--- src/rtl/uart_rx_buffer_pkg.sv ---
// ---------------------------------------------------------------------------
// uart_rx_buffer_pkg
// Shared definitions for the UART receive-side byte buffer:
//   - default byte width and FIFO depth
//   - capture FSM state encoding used by uart_rx_buffer
// ---------------------------------------------------------------------------
package uart_rx_buffer_pkg;

  localparam int DEF_DATA_W = 8;
  localparam int DEF_DEPTH  = 16;
  localparam int DEF_ADDR_W = $clog2(DEF_DEPTH);

  // Capture handshake with the receiver's ready / clear-ready pair.
  typedef enum logic [1:0] {
    sIdle  = 2'b00,
    sClear = 2'b01,
    sWait  = 2'b10
  } cap_state_t;

endpackage

--- src/rtl/uart_rx_buffer_if.sv ---
// ---------------------------------------------------------------------------
// uart_rx_buffer_if
// Bundles the receiver-side handshake and the consumer-side show-ahead read
// port of uart_rx_buffer.
//   i_rx_data / i_rx_ready / o_rx_clear : byte handshake with the UART receiver
//   o_data / o_valid / i_read           : show-ahead FIFO head and pop strobe
//   o_count / o_full                    : occupancy status
//   o_overflow / i_clear_overflow       : sticky dropped-byte flag and its clear
// Modports:
//   master : the surrounding logic (receiver + consumer), drives the i_* signals
//   slave  : the buffer itself, drives the o_* signals
// ---------------------------------------------------------------------------
interface uart_rx_buffer_if
  import uart_rx_buffer_pkg::*;
#(
  parameter int DATA_W = DEF_DATA_W,
  parameter int ADDR_W = DEF_ADDR_W
) ();

  logic [DATA_W-1:0] i_rx_data;
  logic              i_rx_ready;
  logic              o_rx_clear;
  logic [DATA_W-1:0] o_data;
  logic              o_valid;
  logic              i_read;
  logic [ADDR_W:0]   o_count;
  logic              o_full;
  logic              o_overflow;
  logic              i_clear_overflow;

  modport master (
    output i_rx_data, i_rx_ready, i_read, i_clear_overflow,
    input  o_rx_clear, o_data, o_valid, o_count, o_full, o_overflow
  );

  modport slave (
    input  i_rx_data, i_rx_ready, i_read, i_clear_overflow,
    output o_rx_clear, o_data, o_valid, o_count, o_full, o_overflow
  );

endinterface

--- src/rtl/uart_byte_fifo.sv ---
// ---------------------------------------------------------------------------
// uart_byte_fifo
// Synchronous show-ahead byte FIFO. Full/empty come from the occupancy count,
// so the pointers are free to wrap naturally modulo DEPTH.
// Ports:
//   i_clk, i_reset : clock and asynchronous active-high reset (control only;
//                    the storage array is never reset)
//   push, push_data: write request; accepted when not full, or when full and
//                    a pop happens on the same edge
//   pop            : read request; ignored while empty
//   head           : mem[rd_ptr], combinational; meaningful only when valid=1
//   valid, full    : count != 0, count == DEPTH
//   count          : occupancy 0..DEPTH
// ---------------------------------------------------------------------------
module uart_byte_fifo
  import uart_rx_buffer_pkg::*;
#(
  parameter int DEPTH  = DEF_DEPTH,
  parameter int ADDR_W = DEF_ADDR_W,
  parameter int DATA_W = DEF_DATA_W
) (
  input  logic              i_clk,
  input  logic              i_reset,
  input  logic              push,
  input  logic [DATA_W-1:0] push_data,
  input  logic              pop,
  output logic [DATA_W-1:0] head,
  output logic              valid,
  output logic [ADDR_W:0]   count,
  output logic              full
);

  localparam logic [ADDR_W:0] FULL_COUNT = DEPTH[ADDR_W:0];

  logic [DATA_W-1:0] mem [DEPTH];
  logic [ADDR_W-1:0] wr_ptr;
  logic [ADDR_W-1:0] rd_ptr;
  logic              wr_en;
  logic              rd_en;

  assign valid = (count != '0);
  assign full  = (count == FULL_COUNT);
  assign rd_en = pop & valid;
  // A pop on the same edge frees the slot the push needs.
  assign wr_en = push & (~full | rd_en);
  assign head  = mem[rd_ptr];

  always_ff @(posedge i_clk) begin
    if (wr_en) begin
      mem[wr_ptr] <= push_data;
    end
  end

  always_ff @(posedge i_clk or posedge i_reset) begin
    if (i_reset) begin
      wr_ptr <= '0;
      rd_ptr <= '0;
      count  <= '0;
    end else begin
      if (wr_en) begin
        wr_ptr <= wr_ptr + 1'b1;
      end
      if (rd_en) begin
        rd_ptr <= rd_ptr + 1'b1;
      end
      case ({wr_en, rd_en})
        2'b10:   count <= count + 1'b1;
        2'b01:   count <= count - 1'b1;
        default: count <= count;
      endcase
    end
  end

endmodule

--- src/rtl/uart_rx_buffer.sv ---
// ---------------------------------------------------------------------------
// uart_rx_buffer
// Receive-side byte buffer directly downstream of the UART receiver. Each
// completed byte is taken with a ready / clear-ready handshake, stored in
// uart_byte_fifo, and offered to the consumer through a show-ahead
// valid/read port. Bytes arriving while the FIFO is full (and not being
// drained on the same edge) are dropped and recorded in a sticky overflow.
// Ports:
//   i_clk   : system clock, shared with the receiver
//   i_reset : asynchronous active-high reset, shared with the receiver
//   bus     : uart_rx_buffer_if slave modport (handshake, read port, status)
// ---------------------------------------------------------------------------
module uart_rx_buffer
  import uart_rx_buffer_pkg::*;
#(
  parameter int DEPTH  = DEF_DEPTH,
  parameter int ADDR_W = DEF_ADDR_W,
  parameter int DATA_W = DEF_DATA_W
) (
  input logic              i_clk,
  input logic              i_reset,
  uart_rx_buffer_if.slave  bus
);

  cap_state_t state_q;
  cap_state_t state_d;
  logic       capture;
  logic       pop;
  logic       drop;
  logic       fifo_full;
  logic       fifo_valid;
  logic       overflow_q;

  always_ff @(posedge i_clk or posedge i_reset) begin
    if (i_reset) begin
      state_q <= sIdle;
    end else begin
      state_q <= state_d;
    end
  end

  // sWait holds off until the receiver drops ready, so a level that stays
  // high is captured exactly once.
  always_comb begin
    state_d = state_q;
    capture = 1'b0;
    case (state_q)
      sIdle: begin
        if (bus.i_rx_ready) begin
          capture = 1'b1;
          state_d = sClear;
        end
      end
      sClear: begin
        state_d = sWait;
      end
      sWait: begin
        if (!bus.i_rx_ready) begin
          state_d = sIdle;
        end
      end
      default: begin
        state_d = sIdle;
      end
    endcase
  end

  assign pop  = bus.i_read & fifo_valid;
  // Full with a simultaneous pop still accepts the byte; only a capture
  // into a full FIFO that is not being drained loses data.
  assign drop = capture & fifo_full & ~pop;

  // Setting wins over a same-cycle clear so no drop event goes unreported.
  always_ff @(posedge i_clk or posedge i_reset) begin
    if (i_reset) begin
      overflow_q <= 1'b0;
    end else if (drop) begin
      overflow_q <= 1'b1;
    end else if (bus.i_clear_overflow) begin
      overflow_q <= 1'b0;
    end
  end

  uart_byte_fifo #(
    .DEPTH  (DEPTH),
    .ADDR_W (ADDR_W),
    .DATA_W (DATA_W)
  ) u_fifo (
    .i_clk     (i_clk),
    .i_reset   (i_reset),
    .push      (capture),
    .push_data (bus.i_rx_data),
    .pop       (pop),
    .head      (bus.o_data),
    .valid     (fifo_valid),
    .count     (bus.o_count),
    .full      (fifo_full)
  );

  assign bus.o_rx_clear = (state_q == sClear);
  assign bus.o_valid    = fifo_valid;
  assign bus.o_full     = fifo_full;
  assign bus.o_overflow = overflow_q;

endmodule
--- src/flat_wrapper.sv ---
// flat-port wrapper written by rule: the top's interface ports become plain ports
module uart_rx_buffer_flat import uart_rx_buffer_pkg::*;
#(
  parameter int DEPTH  = DEF_DEPTH,
  parameter int ADDR_W = DEF_ADDR_W,
  parameter int DATA_W = DEF_DATA_W
)
  (i_clk, i_reset, bus_i_rx_data, bus_i_rx_ready, bus_i_read, bus_i_clear_overflow, bus_o_rx_clear, bus_o_data, bus_o_valid, bus_o_count, bus_o_full, bus_o_overflow);
  uart_rx_buffer_if #(.DATA_W(DATA_W), .ADDR_W(ADDR_W)) bus_i ();
  input logic i_clk;
  input logic i_reset;
  input wire logic [$bits(bus_i.i_rx_data)-1:0] bus_i_rx_data;
  input wire logic [$bits(bus_i.i_rx_ready)-1:0] bus_i_rx_ready;
  input wire logic [$bits(bus_i.i_read)-1:0] bus_i_read;
  input wire logic [$bits(bus_i.i_clear_overflow)-1:0] bus_i_clear_overflow;
  output wire logic [$bits(bus_i.o_rx_clear)-1:0] bus_o_rx_clear;
  output wire logic [$bits(bus_i.o_data)-1:0] bus_o_data;
  output wire logic [$bits(bus_i.o_valid)-1:0] bus_o_valid;
  output wire logic [$bits(bus_i.o_count)-1:0] bus_o_count;
  output wire logic [$bits(bus_i.o_full)-1:0] bus_o_full;
  output wire logic [$bits(bus_i.o_overflow)-1:0] bus_o_overflow;
  assign bus_i.i_rx_data = bus_i_rx_data;
  assign bus_i.i_rx_ready = bus_i_rx_ready;
  assign bus_i.i_read = bus_i_read;
  assign bus_i.i_clear_overflow = bus_i_clear_overflow;
  assign bus_o_rx_clear = bus_i.o_rx_clear;
  assign bus_o_data = bus_i.o_data;
  assign bus_o_valid = bus_i.o_valid;
  assign bus_o_count = bus_i.o_count;
  assign bus_o_full = bus_i.o_full;
  assign bus_o_overflow = bus_i.o_overflow;
  uart_rx_buffer #(.DEPTH(DEPTH), .ADDR_W(ADDR_W), .DATA_W(DATA_W)) u_core (.i_clk(i_clk), .i_reset(i_reset), .bus(bus_i));
endmodule
--- config.mk ---
export PLATFORM = sky130hd
export DESIGN_NAME = uart_rx_buffer_flat
export DESIGN_NICKNAME = d
export VERILOG_FILES = /design/src/rtl/uart_rx_buffer_pkg.sv /design/src/rtl/uart_rx_buffer_if.sv /design/src/rtl/uart_byte_fifo.sv /design/src/rtl/uart_rx_buffer.sv /design/src/flat_wrapper.sv
export SDC_FILE = /design/constraint.sdc
export NUM_CORES = 1
export LEC_CHECK = 0
export ABC_AREA = 1
export CORE_ASPECT_RATIO = 0.6
export CORE_MARGIN = 5
export CORE_UTILIZATION = 26
export DETAILED_ROUTE_END_ITERATION = 6
export PLACE_DENSITY_LB_ADDON = 0.08
export SYNTH_ARGS = -nofsm -noshare
export SYNTH_HDL_FRONTEND = slang
export SYNTH_HIERARCHICAL = 1
export SYNTH_SLANG_ARGS = --single-unit
--- constraint.sdc ---
create_clock -name i_clk -period 2.6 [get_ports i_clk]
set_clock_uncertainty 0.15 [all_clocks]
set_input_delay 0.39 -clock i_clk [delete_from_list [all_inputs] [get_ports i_clk]]
set_output_delay 0.39 -clock i_clk [all_outputs]
set_load 0.01 [all_outputs]
**Word level (Yosys, flattened, before mapping)**

Memories as Yosys holds them, arrays and structs flattened.
Cells that the tools add are included.

- Add/sub/neg operators: 4
- Bitwise operators: 8
- Muxes and demuxes: 10
- Reduce and logical (&&, ||, !) cells: 5
- Eq/ne operators: 7

Operators with widths:

| operator | count |
|---|---|
| case mux 5 bit (2 select lines) | 1 |
| adder 4 x 1 -> 4 bit, second input constant | 2 |
| 2-to-1 mux 1 bit | 6 |
| case mux 2 bit (3 select lines) | 1 |
| adder 5 x 1 -> 5 bit, second input constant | 1 |
| bitwise AND 1 bit | 5 |
| equality test 5 bit, second input constant | 1 |
| nonzero test 5 bit | 1 |
| subtractor 5 x 1 -> 5 bit, second input constant | 1 |
| equality test 2 x 1 -> 1 bit, second input constant | 2 |
| equality test 2 bit, second input constant | 2 |
| 2-to-1 mux 2 bit | 2 |
| inequality test 2 bit, second input constant | 2 |
| nonzero test 2 bit | 2 |
| zero test 2 bit | 1 |
| inverter 1 bit | 2 |
| AND reduction 2 bit | 1 |
| bitwise OR 1 bit | 1 |

- Memories: 1
- Register bits after elaboration: 16
- RAM bits: 128
- Output and inout port bits: 17
- Input bits: 13
- Word-level logic and storage cells: 40

Memory list:

| name | depth | width | rd ports | clocked after memory_dff | wr ports | RTL line | source |
|---|---|---|---|---|---|---|---|
| u_core.u_fifo.mem | 16 | 8 | 1 | 0 | 1 | uart_byte_fifo.sv:35 | `logic [DATA_W-1:0] mem [DEPTH];` |

**Logic depth before layout (Yosys ltp)**

Gate-level depths: netlist (run 1).

- Word-level depth: 7
- Gate-level depth with buffers: 16

**Hierarchy**

The synthesis (run 1) kept the hierarchy.

By module, submodules not included:

| module | instances | cells an instance | seq. area each (um^2) | area an instance (um^2) |
|---|---|---|---|---|
| uart_byte_fifo | 1 | 509 | 4169.0 | 6112.1 |
| uart_rx_buffer | 1 | 18 | 75.1 | 146.4 |

**Least setup slack after synthesis (run 1)**

OpenSTA, ideal clock, no wires.

- Path kind: reg-to-reg
- Start: reg u_core.u_fifo.count[0]
- End: reg u_core.u_fifo.count[4]
- Cell stages (with the launch flop): 16
- Data required time: 2.337 ns
- Library setup time: 0.113 ns
- Arrival time: 2.078 ns
- Clock period less this slack: 2.341 ns
- Path slack: 0.259 ns
- Cells stage by stage: dfrtp_1 nor2_4 nand3_4 nand2_1 inv_1 nand2_4 inv_4 nand2_4 inv_1 fa_1 nand3_1 nand3_1 nand2_1 nand3_1 nand2_1 inv_1

- Word-level cells in the longest chain between the ends: 7
- Elaborated cells on any way between the ends: 13
- Those cells by class: add/sub (2); eq/ne (3); mux (1); bitwise (5); reduce/logical (2)

Ends and longest elaborated chain:

| item | RTL line | source |
|---|---|---|
| start: declaration | uart_byte_fifo.sv:29 | `output logic [ADDR_W:0] count,` |
| start signal: assignment | uart_byte_fifo.sv:67 | `2'b10: count <= count + 1'b1;` |
| start signal: assignment | uart_byte_fifo.sv:68 | `2'b01: count <= count - 1'b1;` |
| start signal: assignment | uart_byte_fifo.sv:69 | `default: count <= count;` |
| nonzero test 5 bit * | uart_byte_fifo.sv:41 | `assign valid = (count != '0);` |
| via bus_o_valid | flat_wrapper.sv:18 | `output wire logic [$bits(bus_i.o_valid)-1:0] bus_o_valid;` |
| bitwise AND 1 bit * | uart_rx_buffer.sv:68 | `assign pop = bus.i_read & fifo_valid;` |
| via u_core.pop | uart_rx_buffer.sv:28 | `logic pop;` |
| bitwise AND 1 bit * | uart_byte_fifo.sv:43 | `assign rd_en = pop & valid;` |
| bitwise OR 1 bit | uart_byte_fifo.sv:45 | `assign wr_en = push & (~full \| rd_en);` |
| bitwise AND 1 bit | uart_byte_fifo.sv:45 |  |
| equality test 2 x 1 -> 1 bit or equality test 2 bit (tied branches) | uart_byte_fifo.sv:66 | `case ({wr_en, rd_en})` |
| case mux 5 bit (2 select lines) or nonzero test 2 bit (tied branches) | -- |  |

Mark *: on every way through the listed nets, which the timed path passes. The rest lies on a longest branch.
A chain may end at the register's enable or synchronous reset.

**Worst setup path after layout (run 1)**

- Start: reg u_core.u_fifo.rd_ptr[0]
- End: out bus_o_data[2]

- Word-level cells in the longest chain between the ends: 1

Ends and longest elaborated chain:

| item | RTL line | source |
|---|---|---|
| start: declaration | uart_byte_fifo.sv:37 | `logic [ADDR_W-1:0] rd_ptr;` |
| start signal: assignment | uart_byte_fifo.sv:64 | `rd_ptr <= rd_ptr + 1'b1;` |
| memory (16 x 8 bit) | -- |  |
| end: declaration | flat_wrapper.sv:17 | `output wire logic [$bits(bus_i.o_data)-1:0] bus_o_data;` |

Every way passes these cells.

==> results of run 1 <==
## state kept, by name, indices dropped and copies added, names as in the netlist
register and cells:
u_core/u_fifo/mem 128, u_core/u_fifo/count 5, u_core/u_fifo/rd_ptr 4, u_core/u_fifo/wr_ptr 4, u_core/state_q 2, u_core/bus.o_overflow 1
## power by group through the flow
stage / sequential (uW) / combinational [uW] / clock (uW)
after global placement: 2990 / 3170 / 0
final: 2960 / 3780 / 2300
after detailed placement: 2990 / 3170 / 0
after floorplan: 2960 / 1940 / 0
after CTS: 2960 / 3610 / 2370
after global routing: 2990 / 4170 / 2490
## cell type report
class / instances / share of cell area [%]
repair buffers: 79 / 10.7
clock buffers: 23 / 5.58
well taps: 322 / 5.02
multi-input cells: 273 / 20.7
flip-flops and latches: 144 / 52.9
inverters: 85 / 4.01
clock inverters: 8 / 1.12
## worst min-delay path by stage
stage,start,end,slack (ns)
2_1_floorplan,i_reset,u_core/bus.o_overflow,-0.006
3_3_place_gp,u_core/u_fifo/wr_ptr[2],u_core/u_fifo/wr_ptr[2],0.37
3_5_place_dp,u_core/u_fifo/wr_ptr[2],u_core/u_fifo/wr_ptr[2],0.37
4_1_cts,u_core/u_fifo/wr_ptr[2],u_core/u_fifo/wr_ptr[2],0.38
5_1_grt,u_core/state_q[1],u_core/state_q[1],0.41
6_report,u_core/state_q[1],u_core/state_q[1],0.38
## kinds of logic after synthesis
family,count (synthesis)
AO/OA/AOI/OAI,105
AND/OR/NAND/NOR,151
buffers and inverters,110
XOR/XNOR,8
flip-flops,144
adder cells (fa/ha/maj),9
## worst max-delay path: cells and delay by family, from the launching register on
kind	cells	cell delay (ns)
compound gates	1	0.16
buf+inv	3	0.47
flops	1	0.58
simple gates	3	0.38
## metrics by stage
step           hold slack, ns  cells
2_1_floorplan        -0.00636    527
3_3_place_gp            0.367    889
3_5_place_dp            0.371    889
4_1_cts                 0.385    931
5_1_grt                 0.405    934
6_report                0.378    934
## layout by cell type, fill, tap and decap left out, types with 3 or more instances in the layout
cell / n
clkinv_1: 4
ha_1: 8
o211ai_1: 32
clkdlybuf4s50_1: 21
nand2_4: 3
buf_6: 5
a21oi_2: 8
buf_12: 8
clkbuf_16: 19
clkinv_2: 3
nand2_1: 55
xnor2_1: 3
buf_2: 4
nand2_2: 9
o21ai_0: 14
a21oi_1: 28
nand3_1: 45
xor2_1: 4
dfrtp_1: 14
nand3_4: 3
buf_4: 35
edfxtp_1: 128
nor2_1: 20
clkbuf_1: 6
nand3_2: 11
o21ai_1: 19
inv_1: 80
## what timing repair did
item                                    CTS  global route
resized for setup                        50            33
endpoints found under the setup margin    8             9
pin swaps                                11            23
cloned                                    3             2
endpoints found under the hold margin     3             0
setup buffers                             7             2
hold buffers                              1             0
## routing by layer
metal	global-route usage [%]	vias up	wire length (um)
met3	3.51	10	773
li1	-	1977	-
met4	2.88	0	111
met5	0	-	0
met2	18.1	76	6880
met1	19.3	2039	9010
==> impl_metrics.py, run 1 <==
metrics = {
    "outcome": {
        "outcome": "finished clean",
    },
    "cells_and_area": {
        "multi_input_area_sq_um": 1660,
        "fillCellCount": 2402,
        "ff_latch_area_sq_um": 4250,
        "insertedDiodeCount": 0,
        "stdcell_area_sq_um": 8030,
        "area.growth.synth_to_final_pct": 28.2,
        "post_route_cells_drive_above_1_share_pct": 20.8,
        "utilization_pct": 33.5,
        "final_net_count": 622,
    },
    "synthesis": {
        "synth_top_cell_area_share_pct": 61.4,
        "top_area_cells_in_the_synthesized_netlist": "edfxtp_1 61%, dfrtp_1 6.4%, inv_1 4.8%",
        "ff_latch_count_synth": 144,
        "synth.net_count": 549,
        "synth_commonest_cells": "128 x edfxtp_1, 80 x inv_1, 61 x nand2_1",
        "synth_seq_area_share_pct": 67.8,
        "dominant_combinational_cell_family_by_area_after_synthesis": "simple AND/OR/NAND/NOR gates",
        "syn_inst": 527,
        "synth.avg_cell_area_sq_um": 11.9,
        "ys_async_sr_fraction_pct": 11.1,
        "area_fraction_in_and_or_nand_and_nor_cells_after_synthesis_pct": 11.7,
        "complex_gate_fraction_of_the_synthesized_area_pct": 9.96,
        "yosys.cell_count.top_type": "edfxtp_1",
        "mappedNetlistArea_sq_um": 6260,
        "synthesis_warning_total": 6,
        "synth.largest_area_cell": "edfxtp_1",
        "library_cells_used_by_synthesis": 30,
        "area_share_of_xor_xnor_cells_in_the_synthesized_design_pct": 1.24,
        "synth-adder-area-share_pct": 1.92,
        "synth-main-ff-cell": "edfxtp_1",
        "synth-edff-count": 128,
        "synth.mux.area_fraction_pct": 0,
    },
    "route": {
        "detail-route-antenna-nets": 0,
        "wl_per_cell_um": 18.0,
        "drt-vias-per-instance": 4.39,
        "drt_pass1_iterations": 4,
        "route.detailed.drc": 0,
        "routed_wirelength_um": 16800,
        "vias": 4102,
        "detailedRoute.firstIterationViolations": 306,
    },
    "clock_network": {
        "tritoncts": "built",
        "h_tree_lvls": 4,
        "worst_setup_hold_path_clk_slew_ns": 0.06,
        "cts-buffers-inserted": 17,
        "clk_path_buf_depth": 2,
        "cts_root_buffer": "clkbuf_16",
        "cts.sinks": 144,
        "clk_latency_ns": 0.42,
    },
    "sta": {
        "fmax_mhz": 393,
        "tightest_slew_ns": 0.705,
        "timing_hold_violations_final": 0,
        "final_setup_violation_count": 0,
        "fin_setup_tns_ns": 0,
        "post-route-period-util_pct": 97.8,
        "slew_violations": 0,
        "finalWorstPathRequiredPeriod_ns": 2.54,
        "timing.max_slew.rel_slack_pct": 52.8,
        "grt_setup_unrepaired": "true",
        "layout_setup_ws_ns": 0.0580,
    },
    "power": {
        "power.ir.vdd_worst_mv": 0.525,
        "power_frac_comb_pct": 41.8,
        "power.switching_fraction_pct": 36.0,
        "pwr-share-seq_pct": 32.8,
        "net_load_switching_power_uw": 3260,
        "post-layout-total-power_uw": 9050,
        "clkPwrFrac_pct": 25.4,
        "internal_power_uw": 5790,
        "pwr_density_cell_nw_per_um2": 1130,
        "leakage_uw": 0.00308,
    },
    "setup_path": {
        "worst-endpoint-arrival_ns": 2.00,
        "worstPathMaxFanout": 8,
        "regToRegEndpoint": "u_core/u_fifo/count[4]",
        "setup.worst_path.end": "bus_o_data[2]",
        "slowest_delay_ns": 0.58,
        "worst-endpoint-required_ns": 2.06,
        "timing.critical_path.from": "u_core/u_fifo/rd_ptr[0]",
        "timing.critical_path.to_type": "primary output",
        "rr_startpoint": "u_core/u_fifo/count[3]",
        "worst-setup-path-type": "flop to primary output",
        "reg2regPathDepth": 15,
        "cell_with_the_largest_stage_delay_on_the_worst_path": "dfrtp_4",
        "worst-r2r-setup-slack_ns": 0.20,
        "start_kind": "flop",
        "path_cells": "buf_16 > clkbuf_16 > o21ai_1 > nand3_1 > nand3_2 > nand2_2 > buf_6",
    },
    "floorplan": {
        "core_sq_um": 23900,
        "initial_core_util_pct": 26.1,
        "placementRows": 44,
        "io_pins": 30,
        "die-height_um": 130,
        "die_w_um": 210,
        "design.die.area_sq_um": 27400,
    },
    "place": {
        "gp_congestion": 0.707,
        "detailedPlacementHpwl_um": 10400,
        "placement.io_buffers": 29,
        "placedInstanceArea_sq_um": 7130,
        "post-place-ws_ns": 0.0630,
    },
    "global_route": {
        "globalRoute.totalOverflow": 0,
        "number_of_global_route_vias_before_repair": 4033,
        "track_usage_pct": 12.7,
        "grt_start_max_net_pins": 42,
        "grt_first_pass_wirelength_um": 25500,
        "antenna_violations_before_repair": 0,
    },
    "job": {
        "cap_violations": 0,
    },
    "worst_hold_path": {
        "hold-path-cell-count": 1,
        "min_path_type": "flop to flop",
    },
}
(Power assumes the default switching activity.)
==> inputs of run 2 (changes only) <==
--- a/config.mk
+++ b/config.mk
@@ -9,6 +9,7 @@
 export CORE_ASPECT_RATIO = 0.6
 export CORE_MARGIN = 5
 export CORE_UTILIZATION = 26
+export CTS_CLUSTER_DIAMETER = 120
 export DETAILED_ROUTE_END_ITERATION = 6
 export PLACE_DENSITY_LB_ADDON = 0.08
 export SYNTH_ARGS = -nofsm -noshare
==> results of run 2 <==
The final DEF is identical to that of run 1; final timing and power are the same.
